==> src/rtl/datapath_div.sv <==
// Iterative restoring divider: A/Q/M register datapath plus IDLE/RUN/DONE control, one quotient bit per clock.
// Optional feature: define DIV_STICKY_EN to register sticky = |remainder for FP rounding; otherwise sticky is tied to 0.
module datapath_div #(
  parameter int WIDTH = 24,
  parameter int CNT_W = 5
) (
  input  logic             clk,
  input  logic             reset,
  input  logic             start,
  input  logic [WIDTH-1:0] inQ,
  input  logic [WIDTH-1:0] inM,
  output logic [WIDTH-1:0] outQ_res,
  output logic [WIDTH-1:0] outA_res,
  output logic             busy,
  output logic             done,
  output logic             div_by_zero,
  output logic             sticky
);

  localparam logic [1:0] IDLE = 2'd0;
  localparam logic [1:0] RUN  = 2'd1;
  localparam logic [1:0] DONE = 2'd2;

  localparam logic [CNT_W-1:0] LAST_ITER = CNT_W'(WIDTH - 1);

  logic [1:0]       state;
  logic [WIDTH-1:0] a_reg;
  logic [WIDTH-1:0] q_reg;
  logic [WIDTH-1:0] m_reg;
  logic [CNT_W-1:0] count;

  // The shifted partial remainder and trial difference carry one extra bit for the sign;
  // the restored remainder is always below M, so A itself needs only WIDTH bits of storage.
  logic [WIDTH:0]   a_shift;
  logic [WIDTH:0]   diff;
  logic             q_bit;
  logic [WIDTH-1:0] a_next;
  logic [WIDTH-1:0] q_next;

  // NOTE: every always_comb output gets a default first, so no path can infer a latch.
  always_comb begin
    a_shift = '0;
    diff    = '0;
    q_bit   = 1'b0;
    a_next  = '0;
    q_next  = '0;

    a_shift = {a_reg, q_reg[WIDTH-1]};
    diff    = a_shift - {1'b0, m_reg};
    q_bit   = ~diff[WIDTH];
    a_next  = q_bit ? diff[WIDTH-1:0] : a_shift[WIDTH-1:0];
    q_next  = {q_reg[WIDTH-2:0], q_bit};
  end

  assign busy = (state == RUN);
  assign done = (state == DONE);

  // NOTE: sequential state uses non-blocking assignments so all registers update from pre-edge values.
  always_ff @(posedge clk) begin
    if (reset) begin
      state       <= IDLE;
      a_reg       <= '0;
      q_reg       <= '0;
      m_reg       <= '0;
      count       <= '0;
      outQ_res    <= '0;
      outA_res    <= '0;
      div_by_zero <= 1'b0;
    end else begin
      case (state)
        IDLE: begin
          if (start) begin
            if (inM != '0) begin
              a_reg <= '0;
              q_reg <= inQ;
              m_reg <= inM;
              count <= '0;
              state <= RUN;
            end else begin
              outQ_res    <= '1;
              outA_res    <= inQ;
              div_by_zero <= 1'b1;
              state       <= DONE;
            end
          end
        end
        RUN: begin
          a_reg <= a_next;
          q_reg <= q_next;
          count <= count + 1'b1;
          if (count == LAST_ITER) begin
            outQ_res    <= q_next;
            outA_res    <= a_next;
            div_by_zero <= 1'b0;
            state       <= DONE;
          end
        end
        DONE:    state <= IDLE;
        default: state <= IDLE;
      endcase
    end
  end

`ifdef DIV_STICKY_EN
  logic sticky_reg;

  always_ff @(posedge clk) begin
    if (reset) begin
      sticky_reg <= 1'b0;
    end else if (state == IDLE && start && inM == '0) begin
      sticky_reg <= 1'b0;
    end else if (state == RUN && count == LAST_ITER) begin
      sticky_reg <= |a_next;
    end
  end

  assign sticky = sticky_reg;
`else
  assign sticky = 1'b0;
`endif

endmodule
==> config.mk <==
export PLATFORM = sky130hd
export DESIGN_NAME = datapath_div
export DESIGN_NICKNAME = d
export VERILOG_FILES = /design/src/rtl/datapath_div.sv
export SDC_FILE = /design/constraint.sdc
export NUM_CORES = 1
export LEC_CHECK = 0
export ABC_CLOCK_PERIOD_IN_PS = 4800
export CAP_MARGIN = 20
export CORE_MARGIN = 8
export CORE_UTILIZATION = 53
export DETAILED_ROUTE_END_ITERATION = 8
export PLACE_DENSITY_LB_ADDON = 0.08
export SLEW_MARGIN = 0
export SYNTH_ARGS = -nofsm -noshare
export SYNTH_HDL_FRONTEND = slang
export SYNTH_SLANG_ARGS = --single-unit
==> constraint.sdc <==
create_clock -name clk -period 4.8 [get_ports clk]
set_clock_uncertainty 0.2 [all_clocks]
set_input_delay 1.44 -clock clk [delete_from_list [all_inputs] [get_ports clk]]
set_output_delay 1.44 -clock clk [all_outputs]
set_load 0.05 [all_outputs]
* Word level (Yosys, flattened, before mapping)
Cells that the tools add are included.
** Storage, ports and cells
- Register bits :: 128
- Bits of input ports :: 51
- Output and inout port bits :: 52
- Logic and storage cells :: 51
** Operators by class
- Add/subtract/negate cells :: 2
- Equal/unequal tests :: 7
- Muxes and demuxes :: 26
- Bitwise gates (word level) :: 1
- Reductions and logical operators :: 7
** Operators by type and width (count)
- 24-bit two-way mux :: 11
- 24-bit case mux with 2 select lines :: 4
- 25-bit by 24-bit subtractor with 25-bit output :: 1
- 24-bit nonzero test :: 1
- 5-bit two-way mux :: 2
- 5-bit case mux with 2 select lines :: 1
- 2-bit two-way mux :: 3
- 2-bit inequality test, second input constant :: 3
- 3-bit AND reduction :: 2
- 5-bit by 1-bit adder with 5-bit output, second input constant :: 1
- 5-bit equality test, second input constant :: 1
- 2-bit case mux with 2 select lines :: 1
- 4-bit AND reduction :: 1
- 1-bit two-way mux :: 3
- 2-bit by 1-bit equality test with 1-bit output, second input constant :: 1
- 2-bit equality test, second input constant :: 1
- 2-bit logical NOT :: 1
- 2-bit by 1-bit inequality test with 1-bit output, second input constant :: 1
- 1-bit case mux with 2 select lines :: 1
- 2-bit AND reduction :: 1
- 2-bit nonzero test :: 1
- 1-bit inverter :: 1

* Logic depth before layout (Yosys ltp)
- Word-level depth :: 4
- Depth in mapped cells :: 13
- Depth with buffers taken out :: 11

* Least setup slack after synthesis
No wires, ideal clock.
- Path kind :: input to register
- Start point :: in inM[17]
- End point :: reg m_reg[10]
- Arrival :: 2908 ps
- Data required time :: 4472 ps
- Slack :: 1564 ps
- Cell stages on the path :: 8
- Buffers on the path :: 2
- Cells stage by stage :: nor4_1 > nand4_1 > o21ai_0 > or3_1 > buf_2 > buf_2 > mux2i_1 > nor2_1
** Between the ends
- Word-level cells in the longest chain between the ends :: 2
** RTL lines
- start: declaration :: RTL line 11 : input logic [WIDTH-1:0] inM,
- 24-bit nonzero test :: RTL line 73 : if (inM != '0) begin
- 3-bit AND reduction (no source line)
- end signal: assignment :: RTL line 76 : m_reg <= inM;
- end: declaration :: RTL line 29 : logic [WIDTH-1:0] m_reg;
Every way passes these cells.
A chain may end at the register's enable or synchronous reset.

* Worst setup path after layout
- Start point :: in inM[23]
- End point :: reg outA_res[18]
** Between the ends
- Word-level cells in the longest chain between the ends :: 3
** RTL lines
- 24-bit nonzero test :: RTL line 73
- 2-bit inequality test (no source line)
- 4-bit AND reduction (no source line)
- end signal: assignment :: RTL line 81 : outA_res <= inQ;
- end signal: assignment :: RTL line 93 : outA_res <= a_next;
- end: declaration :: RTL line 13 : output logic [WIDTH-1:0] outA_res,
Every way passes these cells.

==> flow_summary.json <==
{
  "crit_type": "in -> reg",
  "vias": 6162,
  "path_max_fanout": 42,
  "cp.arrival_ns": 4.18,
  "grt_pass1_vias": 5913,
  "fin_crit_ns": 4.041,
  "synth_top_family_by_area": "compound AO/OA/AOI/OAI gates",
  "async_flop_share_pct": 0,
  "critPathLaunchType": "input port",
  "cts.sinks": 128,
  "period_share_pct": 84.19,
  "crit_required_ns": 4.94,
  "finalSetupTns_ns": 0,
  "mappedNetlistNets": 855,
  "ys_warn_count": 0,
  "synth_compound_area_share_pct": 26.92,
  "die_h_um": 128.2,
  "antenna_found_initial": 0,
  "antenna_left": 0,
  "syn_area_um2": 6669,
  "die_area_um2": 16430,
  "max_freq_mhz": 247.5,
  "crit_path_end_kind": "register",
  "hold_viol": 0,
  "status": "completed",
  "path_cells": "clkdlybuf4s50_1 -> nor4_1 -> nand4_1 -> o32ai_1 -> nor2b_4 -> buf_4 -> o21ai_0 -> a211oi_2",
  "gr-total-overflow": 0,
  "clk_latency_ns": 0.42,
  "synth_common_cells": "dfxtp_1, nand2_1, nor2_1",
  "io_pins": 103,
  "grt_usage_pct": 23.32,
  "synth_fa_ha_area_share_pct": 4.991,
  "placementRows": 41,
  "drt-total-wl_mm": 19.02,
  "dp_slack_ns": 0.3810,
  "power_mw": 3.417,
  "synth_top_area_share_pct": 38.42,
  "drtPass1Iterations": 6,
  "p_per_area_nw_per_um2": 406.3,
  "coreArea_um2": 12470,
  "drc_errors": 0,
  "dp_hpwl_mm": 13.74,
  "drive_gt1_share_pct": 12.08,
  "grt_first_pass_wirelength_mm": 30.59,
  "ir_drop_mv": 0.1973,
  "diodes": 0,
  "synth_flop_cell": "dfxtp_1",
  "cp_slowest_stage_delay_ns": 0.59,
  "yosysTopAreaCell": "dfxtp_1",
  "avgSynthCellArea_um2": 8.572,
  "drt_iter0_drc": 602,
  "final_net_count": 933,
  "slew_violations": 0,
  "cts-hold-fix-buffers": 0,
  "numCtsBuffers": 17,
  "hold_ws_ns": 0.2780,
  "relSlewSlack_pct": 39.14,
  "cts-htree-levels": 4,
  "drv_cap": 0,
  "cts_resized": 0,
  "synth-edff-count": 0,
  "finalSetupViolCount": 0,
  "synth_area_leaders": "dfxtp_1, nand2_1, ha_1, mux2i_1, nor2_1",
  "leakage_nw": 3.267,
  "muxShareOfSynthArea_pct": 4.503,
  "area_growth_syn_to_layout_pct": 26.10,
  "grt_max_degree": 78,
  "synth.most_common_cell": "dfxtp_1",
  "synth.distinct_cells": 70,
  "grt_setup_unrepaired": "false",
  "initial_core_util_pct": 53.50,
  "via_per_inst": 5.919,
  "wl_per_cell_um": 18.27,
  "yosys.area_share.simple_pct": 17.24,
  "setup_ws_ns": 0.7590,
  "seq_area_frac_synth_pct": 38.42,
  "portBuffers": 101,
  "gp_congestion": 0.8779,
  "min_path_type": "reg -> reg",
  "cts_tree": "built",
  "ys_ff_latch": 128,
  "clockBufferDepth": 2,
  "postSynthCellCount": 778,
  "die_w_um": 128.2,
  "cts-root-buf": "clkbuf_16",
  "synth_xor_area_share_pct": 2.233,
  "cpMaxStageDelayCell": "nor4_1",
  "cts_setup_buffers": 0,
  "worst_pin_slew_ns": 0.9119,
  "clk_pin_slew_ns": 0.06
}
[worst paths after layout]
path	startpoint	end	slack [ns]	cells after the start
max	inM[23]	outA_res[18]	0.76	8
min	a_reg[3]	a_reg[3]	0.28	2
max reg2reg	q_reg[23]	a_reg[23]	1.06	11
min reg2reg	a_reg[3]	a_reg[3]	0.28	2
[layout make-up]
cell class              count  area, um^2
clock buffers              19       432.9
inverters                  31       116.4
repair buffers            114        1146
multi-input cells         564        3750
well taps                 172       215.2
clock inverters            13       186.4
fillers                  1034        4056
flip-flops and latches    128        2562
[power by group]
| group | switching [mW] | internal (mW) |
|---|---|---|
| Clock | 0.490 | 0.870 |
| Combinational | 0.555 | 0.345 |
| Sequential | 0.0440 | 1.11 |
| Total | 1.09 | 2.33 |
[kinds of logic (layout without fill, tap and decap cells)]
| logic type | count (synthesis) | count (layout) |
|---|---|---|
| fa+ha+maj | 26 | 26 |
| flops | 128 | 128 |
| other cells | 1 | 1 |
| xor+xnor | 17 | 17 |
| compound gates | 238 | 238 |
| buf+inv | 86 | 177 |
| mux | 30 | 30 |
| simple gates | 252 | 252 |
[cells in the final DEF (no fill, tap or decap), types with 5 or more instances in the layout]
| cell type | n |
|---|---|
| a211oi_2 | 5 |
| a21o_1 | 7 |
| a21oi_1 | 43 |
| a311oi_1 | 23 |
| a31oi_1 | 29 |
| buf_4 | 11 |
| clkbuf_16 | 17 |
| clkdlybuf4s50_1 | 99 |
| dfxtp_1 | 128 |
| ha_1 | 25 |
| inv_1 | 30 |
| mux2i_1 | 30 |
| nand2_1 | 110 |
| nand2b_1 | 9 |
| nand3_1 | 7 |
| nor2_1 | 72 |
| nor3_1 | 7 |
| nor4_1 | 14 |
| o211ai_1 | 7 |
| o21a_1 | 7 |
| o21ai_0 | 44 |
| o221a_2 | 23 |
| or2_2 | 5 |
| xnor2_1 | 8 |
| xor2_1 | 9 |
[per-layer routing]
| metal | global-route usage [%] | share of wire [%] | up-vias | routed length [um] |
|---|---|---|---|---|
| li1 | - | - | 2990 | - |
| met1 | 29.71 | 44 | 2900 | 8452 |
| met2 | 37.24 | 46 | 246 | 8772 |
| met3 | 5.616 | 7.3 | 26 | 1380 |
| met4 | 8.951 | 2.2 | 0 | 417 |
| met5 | 0 | 0 | - | 0 |
[worst max-delay path: cells and delay by family]
kind	cells	cell delay [ns]
compound gates	3	0.76
buf+inv	2	0.86
simple gates	3	1.10
[per-stage QoR]
step	util (%)	std cells	area, um^2
2_1_floorplan	-	778	6669
3_3_place_gp	62.27	1008	7762
3_5_place_dp	62.27	1008	7762
4_1_cts	67.24	1040	8382
5_1_grt	67.46	1041	8409
6_report	67.46	1041	8409
(Power assumes the default switching activity.)
